[src/rtl/fetch_stage.sv]
// fetch_stage -- Instruction Fetch (F) stage of the P7 five-stage MIPS pipeline.
//
// Holds the architectural fetch PC and picks the next PC from exception
// entry, eret return, stall hold, D-stage redirect or sequential PC+4.
// Each fetch is screened for address errors (AdEL). The outputs feed the
// F/D pipeline register.
//
// Ports:
//   clk         system clock, rising-edge active
//   reset       asynchronous, active-high reset
//   en          1 = advance, 0 = hold PC (D-stage stall)
//   req         exception/interrupt taken; next PC = EXC_ENTRY
//   eret_D      eret in D; next PC = epc, wrong-path fetch squashed
//   epc         CP0 EPC (eret return target)
//   redirect_D  taken branch/jump resolved in D
//   target_D    branch/jump target from D
//   branch_D    instruction in D has a delay slot
//   im_rdata    instruction word from combinational instruction memory
//   im_addr     instruction-memory byte address (= pc_F)
//   pc_F        current fetch PC
//   instr_F     fetched instruction, or 0 when suppressed
//   excCode_F   5'd4 (AdEL) on a bad fetch, else 0
//   BD_F        fetched instruction sits in a branch delay slot
module fetch_stage #(
    parameter logic [31:0] RESET_PC  = 32'h0000_3000,
    parameter logic [31:0] EXC_ENTRY = 32'h0000_4180,
    parameter logic [31:0] IM_BASE   = 32'h0000_3000,
    parameter logic [31:0] IM_LIMIT  = 32'h0000_6FFC
) (
    input  logic        clk,
    input  logic        reset,
    input  logic        en,
    input  logic        req,
    input  logic        eret_D,
    input  logic [31:0] epc,
    input  logic        redirect_D,
    input  logic [31:0] target_D,
    input  logic        branch_D,
    input  logic [31:0] im_rdata,
    output logic [31:0] im_addr,
    output logic [31:0] pc_F,
    output logic [31:0] instr_F,
    output logic [4:0]  excCode_F,
    output logic        BD_F
);

    localparam logic [4:0] EXC_ADEL = 5'd4;

    logic [31:0] pc_q;
    logic [31:0] pc_next;
    logic        adel;
    logic        squash;

    // Next-PC selection in strict priority order. req and eret override a
    // stall because both abandon the current instruction stream.
    always_comb begin
        // NOTE: pc_next gets a default before the if-chain so every path
        // assigns it; otherwise synthesis infers a latch.
        pc_next = pc_q + 32'd4;
        if (req)             pc_next = EXC_ENTRY;
        else if (eret_D)     pc_next = epc;
        else if (!en)        pc_next = pc_q;
        else if (redirect_D) pc_next = target_D;
    end

    always_ff @(posedge clk or posedge reset) begin
        // NOTE: sequential state uses non-blocking assignment so every
        // register samples its inputs from before the clock edge.
        if (reset) pc_q <= RESET_PC;
        else       pc_q <= pc_next;
    end

    // Misaligned or outside the instruction-memory window.
    assign adel = (pc_q[1:0] != 2'b00) || (pc_q < IM_BASE) || (pc_q > IM_LIMIT);

    // eret has no delay slot: whatever is being fetched alongside it is
    // wrong-path. While reset is held the fetch passes straight through.
    assign squash = eret_D && !reset;

    assign pc_F      = pc_q;
    assign im_addr   = pc_q;
    assign instr_F   = (squash || adel) ? 32'h0 : im_rdata;
    assign excCode_F = (!squash && adel) ? EXC_ADEL : 5'd0;
    assign BD_F      = branch_D && !eret_D;

endmodule

[config.mk]
export PLATFORM = sky130hd
export DESIGN_NAME = fetch_stage
export DESIGN_NICKNAME = d
export VERILOG_FILES = /design/src/rtl/fetch_stage.sv
export SDC_FILE = /design/constraint.sdc
export NUM_CORES = 1
export LEC_CHECK = 0
export CAP_MARGIN = 40
export CORE_AREA = 2 2 99 101
export CTS_BUF_LIST = sky130_fd_sc_hd__clkbuf_16
export CTS_CLUSTER_DIAMETER = 80
export CTS_CLUSTER_SIZE = 40
export DETAILED_ROUTE_END_ITERATION = 8
export DIE_AREA = 0 0 101 103
export GPL_ROUTABILITY_DRIVEN = 1
export PLACE_DENSITY = 0.87
export SLEW_MARGIN = 20
export SYNTH_ARGS = -nofsm -noshare
export SYNTH_HDL_FRONTEND = slang
export SYNTH_SLANG_ARGS = --single-unit
export TNS_END_PERCENT = 10
[constraint.sdc]
create_clock -name clk -period 2.9 [get_ports clk]
set_input_delay 0.87 -clock clk [delete_from_list [all_inputs] [get_ports clk]]
set_output_delay 0.87 -clock clk [all_outputs]
set_load 0.01 [all_outputs]
==> results.json, run 1 <==
{
  "outcome": "complete, but fails checks",
  "failed_checks": "setup timing",
  "design.die.area_um2": 10400,
  "nFillCells": 829,
  "die_w_um": 101,
  "htreeDepth": 2,
  "yosys_warnings": 0,
  "syn-cell-area_um2": 3010,
  "ant_nets": 0,
  "final_util_pct": 56.8,
  "comb_power_share_pct": 40.1,
  "internal_power_mw": 1.20,
  "tightest_slew_ns": 0.564,
  "fin_nets": 701,
  "synth_edf_count": 0,
  "grt_pass1_vias": 3713,
  "ys_seq_elements": 32,
  "maxCapViolations": 0,
  "pwr-share-seq_pct": 30.4,
  "grt-ovfl-total": 0,
  "slowest_delay_ns": 0.38,
  "register_area_um2": 803,
  "cts_tree": "done",
  "multi_input_area_um2": 1850,
  "crit_required_ns": 2.03,
  "fin_cells": 712,
  "row_count": 36,
  "worst_slack_ns": -0.240,
  "hold_path_class": "reg -> reg",
  "async_flop_share_pct": 100,
  "numCtsBuffers": 5,
  "clk_pin_slew_ns": 0.05,
  "drc": 0,
  "synth.top_cells.by_area": "dfrtp_1 25%, buf_4 9.5%, and2_1 6.9%, o21ai_0 5.5%, nand2_1 3.5%",
  "largest_register_ffs": 32,
  "finalCritPeriodShare_pct": 108,
  "pwr_density_cell_nw_per_um2": 324,
  "min_period_ns": 3.14,
  "core-area_um2": 9460,
  "power_switching_uw": 539,
  "syn_area_per_cell_um2": 7.71,
  "cts_sinks": 32,
  "die_y_um": 103,
  "clkLatencyLatePin_ns": 0.28,
  "endpoint_kind": "primary output",
  "hold_buffers": 0,
  "dp_hpwl_mm": 10.2,
  "crit_type": "reg -> out",
  "viasPerCell": 5.58,
  "p_leak_nw": 2.25,
  "startpoint_type": "flip-flop",
  "grt_pass1_wl_mm": 19.2,
  "cp_max_fo": 8,
  "place_congestion": 0.949,
  "cts_root_buf": "clkbuf_16",
  "place_inst": 698,
  "synth_seq_area_share_pct": 26.7,
  "hold_violations": 0,
  "routed_wl_mm": 13.1,
  "yosys.area.top_type": "dfrtp_1",
  "insertedDiodeCount": 0,
  "crit_path_start": "im_addr[22]",
  "setup_violations": 32,
  "crit_chain": "nor4_2, nand2_1, nor3_2, buf_4, a21boi_4, buf_6, buf_16, and2_1, buf_2",
  "cp_slowest_cell": "dfrtp_1",
  "drv_slew": 0,
  "timing.slew.headroom_pct": 62.1,
  "synth_common_cells": "38 x buf_4, 33 x and2_1, 33 x o21ai_0",
  "synth.most_common_cell": "buf_4",
  "drt-initial-drc-count": 359,
  "switching_share_pct": 30.9,
  "clockBufferDepth": 2,
  "rsz0062_at_grt": "yes",
  "grt_max_degree": 32,
  "yosys.area.top_type_share_pct": 25.0,
  "synth_cells": 390,
  "worstReg2RegStart": "im_addr[13]",
  "ys_types": 64,
  "vdd_ir_drop_max_v": 0.000328,
  "fin_worst_skew_ns": 0.00544,
  "antenna_found_initial": 0,
  "max_freq_ghz": 0.318,
  "numPortBuffers": 200,
  "finalPower_mw": 1.74,
  "grtUsageTotal_pct": 23.8,
  "io_pins": 205,
  "drive_gt1_share_pct": 21.9,
  "wire_per_inst_um": 18.3,
  "r2r_slack_ns": 0.52,
  "drt_first_pass_iters": 5,
  "hp-start": "im_addr[11]",
  "start_util_pct": 31.8,
  "vias": 3974,
  "synthToLayoutAreaGrowth_pct": 78.7,
  "synthFlopType": "dfrtp_1",
  "cp.arrival_ns": 2.27,
  "pwr-share-clk_pct": 29.5
}
-- worst max-delay path: cells and delay by family (launching register included) --
kind	cells	cell delay (ns)
buffers and inverters	4	0.57
flip-flops	1	0.38
AND/OR/NAND/NOR	4	0.85
AO/OA/AOI/OAI	1	0.19
-- cell families (layout without fill, tap and decap cells) --
group / count (synthesis) / in the layout / share of synthesized area [%]
adders and majority gates: 1 / 1 / 0.416
muxes: 2 / 2 / 0.666
DFF: 32 / 32 / 26.7
and+or+nand+nor: 151 / 151 / 27.5
other: 1 / 4 / 0.125
xor gates and xnor gates: 4 / 4 / 1.17
buffers and inverters: 71 / 276 / 14.3
AOI/OAI and AO/OA: 128 / 128 / 29.1
-- worst paths after layout --
| path | cells after the start | endpoint |
|---|---|---|
| worst max-delay path | 9 | instr_F[13] |
| worst min-delay path | 1 | im_addr[11] |
| worst max register to register | 6 | im_addr[25] |
| worst min register to register | 1 | im_addr[11] |
| max in group asynchronous | 3 | im_addr[12] |
| min in group asynchronous | 3 | im_addr[5] |
-- through the flow --
step	setup WS (ns)	cell area [µm²]	hold slack, ns	setup TNS [ns]
detailed placement	-0.599	5180	0.602	-18.18
finish	-0.240	5370	0.607	-6.70
floorplan	-0.0402	3020	0.589	-1.20
global route	-0.370	5370	0.625	-11.11
CTS	-0.222	5320	0.611	-6.19
global placement	-0.568	5180	0.596	-17.48
-- power groups by stage --
stage | clock network, mW | registers (mW) | logic, mW
floorplan | 0 | 0.568 | 0.262
global placement | 0 | 0.531 | 0.672
detailed placement | 0 | 0.533 | 0.684
CTS | 0.507 | 0.529 | 0.695
global route | 0.531 | 0.535 | 0.747
finish | 0.513 | 0.529 | 0.698
-- cell usage in the layout, fill, tap and decap left out, types with 5 or more instances in the layout --
cell             count
o21ai_0             33
clkbuf_16            5
a21oi_1             18
o22ai_1              8
buf_6               12
nor3_1              12
nand4_1             11
o221ai_1             5
nand3_1             10
nand2b_1             6
dfrtp_1             30
nor2_1              21
buf_2               23
and2_4              10
buf_4               54
clkdlybuf4s50_1    165
o211ai_1             5
inv_1                7
and2_1              23
a22o_1               9
a31oi_1              5
a21o_1               7
nand2_1             28
-- metal layers --
| metal | global-route usage, % | routed length [µm] |
|---|---|---|
| met1 | 28.9 | 4990 |
| met2 | 42.8 | 6470 |
| met3 | 5.29 | 1350 |
| met4 | 6.34 | 241 |
| met5 | 0 | 0 |
-- what timing repair did --
item / 4_1_cts / 5_1_grt
endpoints found under the setup margin: 34 / 33
gates cloned: 2 / 0
setup buffers: 4 / 1
resized for setup: 153 / 11
hold endpoints to repair: 0 / 0
pin swaps: 11 / 3
-- area by class of cell --
type	instances	share of cell area [%]
timing repair buffer	259	44.7
multi-input combinational	290	34.4
sequential	32	14.9
tap	114	2.65
clock buffer	5	2.33
inverter	9	0.698
clock inverter	3	0.256
No activity file was read; power rests on OpenSTA's default activity.
==> inputs of run 2 (changes only) <==
--- a/config.mk
+++ b/config.mk
@@ -6,14 +6,15 @@
 export NUM_CORES = 1
 export LEC_CHECK = 0
 export CAP_MARGIN = 40
-export CORE_AREA = 2 2 99 101
+export CORE_AREA = 2 2 91 93
 export CTS_BUF_LIST = sky130_fd_sc_hd__clkbuf_16
 export CTS_CLUSTER_DIAMETER = 80
 export CTS_CLUSTER_SIZE = 40
 export DETAILED_ROUTE_END_ITERATION = 8
-export DIE_AREA = 0 0 101 103
+export DIE_AREA = 0 0 93 95
 export GPL_ROUTABILITY_DRIVEN = 1
-export PLACE_DENSITY = 0.87
+export PLACE_DENSITY = 0.95
+export SETUP_SLACK_MARGIN = 0.15
 export SLEW_MARGIN = 20
 export SYNTH_ARGS = -nofsm -noshare
 export SYNTH_HDL_FRONTEND = slang
==> constraint.sdc (replaced) <==
create_clock -name clk -period 3.9 [get_ports clk]
set_input_delay 1.17 -clock clk [delete_from_list [all_inputs] [get_ports clk]]
set_output_delay 1.17 -clock clk [all_outputs]
set_load 0.01 [all_outputs]
==> run 2 against run 1 <==
The flow now finishes without violations. Count of clock-buffer cells in the layout is the same. Highest routed layer unchanged. Clock skew decreased by 0.0017 ns. Clock power decreased by 13%.
==> results.json, run 2 (synthesis results as in run 1) <==
{
  "outcome": "finished clean",
  "vdd_ir_drop_max_v": 0.000195,
  "numCtsBuffers": 5,
  "clk_pin_slew_ns": 0.05,
  "design.die.area_um2": 8840,
  "grt-ovfl-total": 0,
  "die_y_um": 95,
  "drive_gt1_share_pct": 9.03,
  "critPathMostFrequentCell": "clkdlybuf4s50_1",
  "max_freq_ghz": 0.268,
  "io_pins": 205,
  "row_count": 33,
  "drc": 0,
  "fin_nets": 668,
  "clkLatencyLatePin_ns": 0.28,
  "fin_worst_skew_ns": 0.00376,
  "largest_register_ffs": 32,
  "min_period_ns": 3.73,
  "core-area_um2": 7930,
  "slowest_delay_ns": 0.55,
  "routed_wl_mm": 12.7,
  "setup_violations": 0,
  "tightest_slew_ns": 0.599,
  "synthToLayoutAreaGrowth_pct": 70.1,
  "maxCapViolations": 0,
  "drt-initial-drc-count": 334,
  "ant_nets": 0,
  "grt_pass1_vias": 3765,
  "timing.slew.headroom_pct": 59.8,
  "dp_hpwl_mm": 9.85,
  "cts_sinks": 32,
  "fin_cells": 670,
  "cp_max_fo": 3,
  "drt_first_pass_iters": 5,
  "vias": 3884,
  "place_inst": 662,
  "dp_slack_ns": -0.116,
  "endpoint_kind": "primary output",
  "worstReg2RegStart": "im_addr[2]",
  "final_util_pct": 64.5,
  "drv_slew": 0,
  "pwr_density_cell_nw_per_um2": 259,
  "post_cts.repair.setup_buffers": 0,
  "viasPerCell": 5.80,
  "grtUsageTotal_pct": 28.2,
  "startpoint_type": "primary input",
  "worst_slack_ns": 0.173,
  "antenna_found_initial": 0,
  "crit_path_start": "reset",
  "crit_type": "in -> out",
  "final_common_cell": "clkdlybuf4s50_1",
  "die_w_um": 93,
  "cts_root_buf": "clkbuf_16",
  "crit_chain": "clkdlybuf4s50_1, inv_2, buf_4, a21oi_1, clkdlybuf4s50_1",
  "final_cell_mix": "167 x clkdlybuf4s50_1, 33 x o21ai_0, 33 x and2_1, 32 x dlygate4sd2_1, 30 x dfrtp_1",
  "grt_pass1_wl_mm": 19.5,
  "insertedDiodeCount": 0,
  "hold_violations": 0,
  "finalCritPeriodShare_pct": 95.6,
  "cp.arrival_ns": 2.56,
  "nFillCells": 683,
  "rsz0062_at_grt": "yes",
  "wire_per_inst_um": 19.0,
  "cp_slowest_cell": "clkdlybuf4s50_1",
  "start_util_pct": 37.9,
  "cts_tree": "done",
  "hold_path_class": "reg -> reg",
  "grt_max_degree": 33,
  "crit_required_ns": 2.73,
  "hp-start": "im_addr[13]",
  "clockBufferDepth": 2,
  "htreeDepth": 2,
  "place_congestion": 0.929,
  "numPortBuffers": 200,
  "p_leak_nw": 2.14
}
==> run 2: cell count changes in the layout (fill, tap and decap cells not counted), sizes merged <==
cell / change
buf: -66
bufinv: +1
clkdlybuf4s50: +2
clkinv: -1
clkinvlp: -1
dlygate4sd2: +31
inv: +1
==> run 2: where the power goes <==
| part | internal, mW | total, mW | switching [mW] | leakage [nW] |
|---|---|---|---|---|
| sequential | 0.363 | 0.411 | 0.0480 | 0.404 |
| clock | 0.297 | 0.444 | 0.147 | 0.0789 |
| combinational | 0.272 | 0.470 | 0.198 | 1.66 |
==> run 2: metal layers <==
layer	vias to the layer above	share of wire, %	global-route usage (%)
met5	-	0	0
met2	288	50	50.4
met3	40	10	5.91
met1	1812	36	33.4
met4	0	3.1	10.3
li1	1744	-	-
==> run 2: layout make-up <==
class                           instances  area, µm²  area share (%)
Clock inverter                          3       37.5           0.734
Timing Repair Buffer                  226       2190            42.9
Clock buffer                            5        125            2.45
Sequential cell                        32        803            15.7
Multi-Input combinational cell        290       1790            35.0
Inverter                                9       33.8           0.660
Tap cell                              105        131            2.57
==> run 2: path summary, 6_finish.rpt <==
path                       slack (ns)      endpoint  depth (start not counted)
max reg2reg                      1.53   im_addr[20]                          6
max in group asynchronous        2.15    im_addr[7]                          4
max                              0.17  excCode_F[2]                          5
min in group asynchronous        1.26   im_addr[14]                          3
min reg2reg                      0.61   im_addr[13]                          1
min                              0.61   im_addr[13]                          1
==> run 2: metrics by stage <==
stage	setup TNS [ns]	instance area [µm²]	hold WS, ns	power [mW]
2_1_floorplan	0	3020	0.589	0.617
3_3_place_gp	-1.18	4980	0.568	0.867
3_5_place_dp	-1.97	4980	0.596	0.879
4_1_cts	0	5110	0.604	1.32
5_1_grt	0	5110	0.617	1.38
6_report	0	5110	0.606	1.33
==> run 2: timing repair <==
| action | CTS | global route |
|---|---|---|
| setup endpoints to repair | 34 | 10 |
| gates cloned | 0 | 0 |
| pin swaps | 1 | 0 |
| hold buffers | 0 | 0 |
| resized for setup | 35 | 2 |
==> run 2: worst max-delay path: cells and delay by family <==
| family | cells | cell delay (ns) |
|---|---|---|
| AO/OA/AOI/OAI | 1 | 0.15 |
| buffers and inverters | 4 | 1.23 |
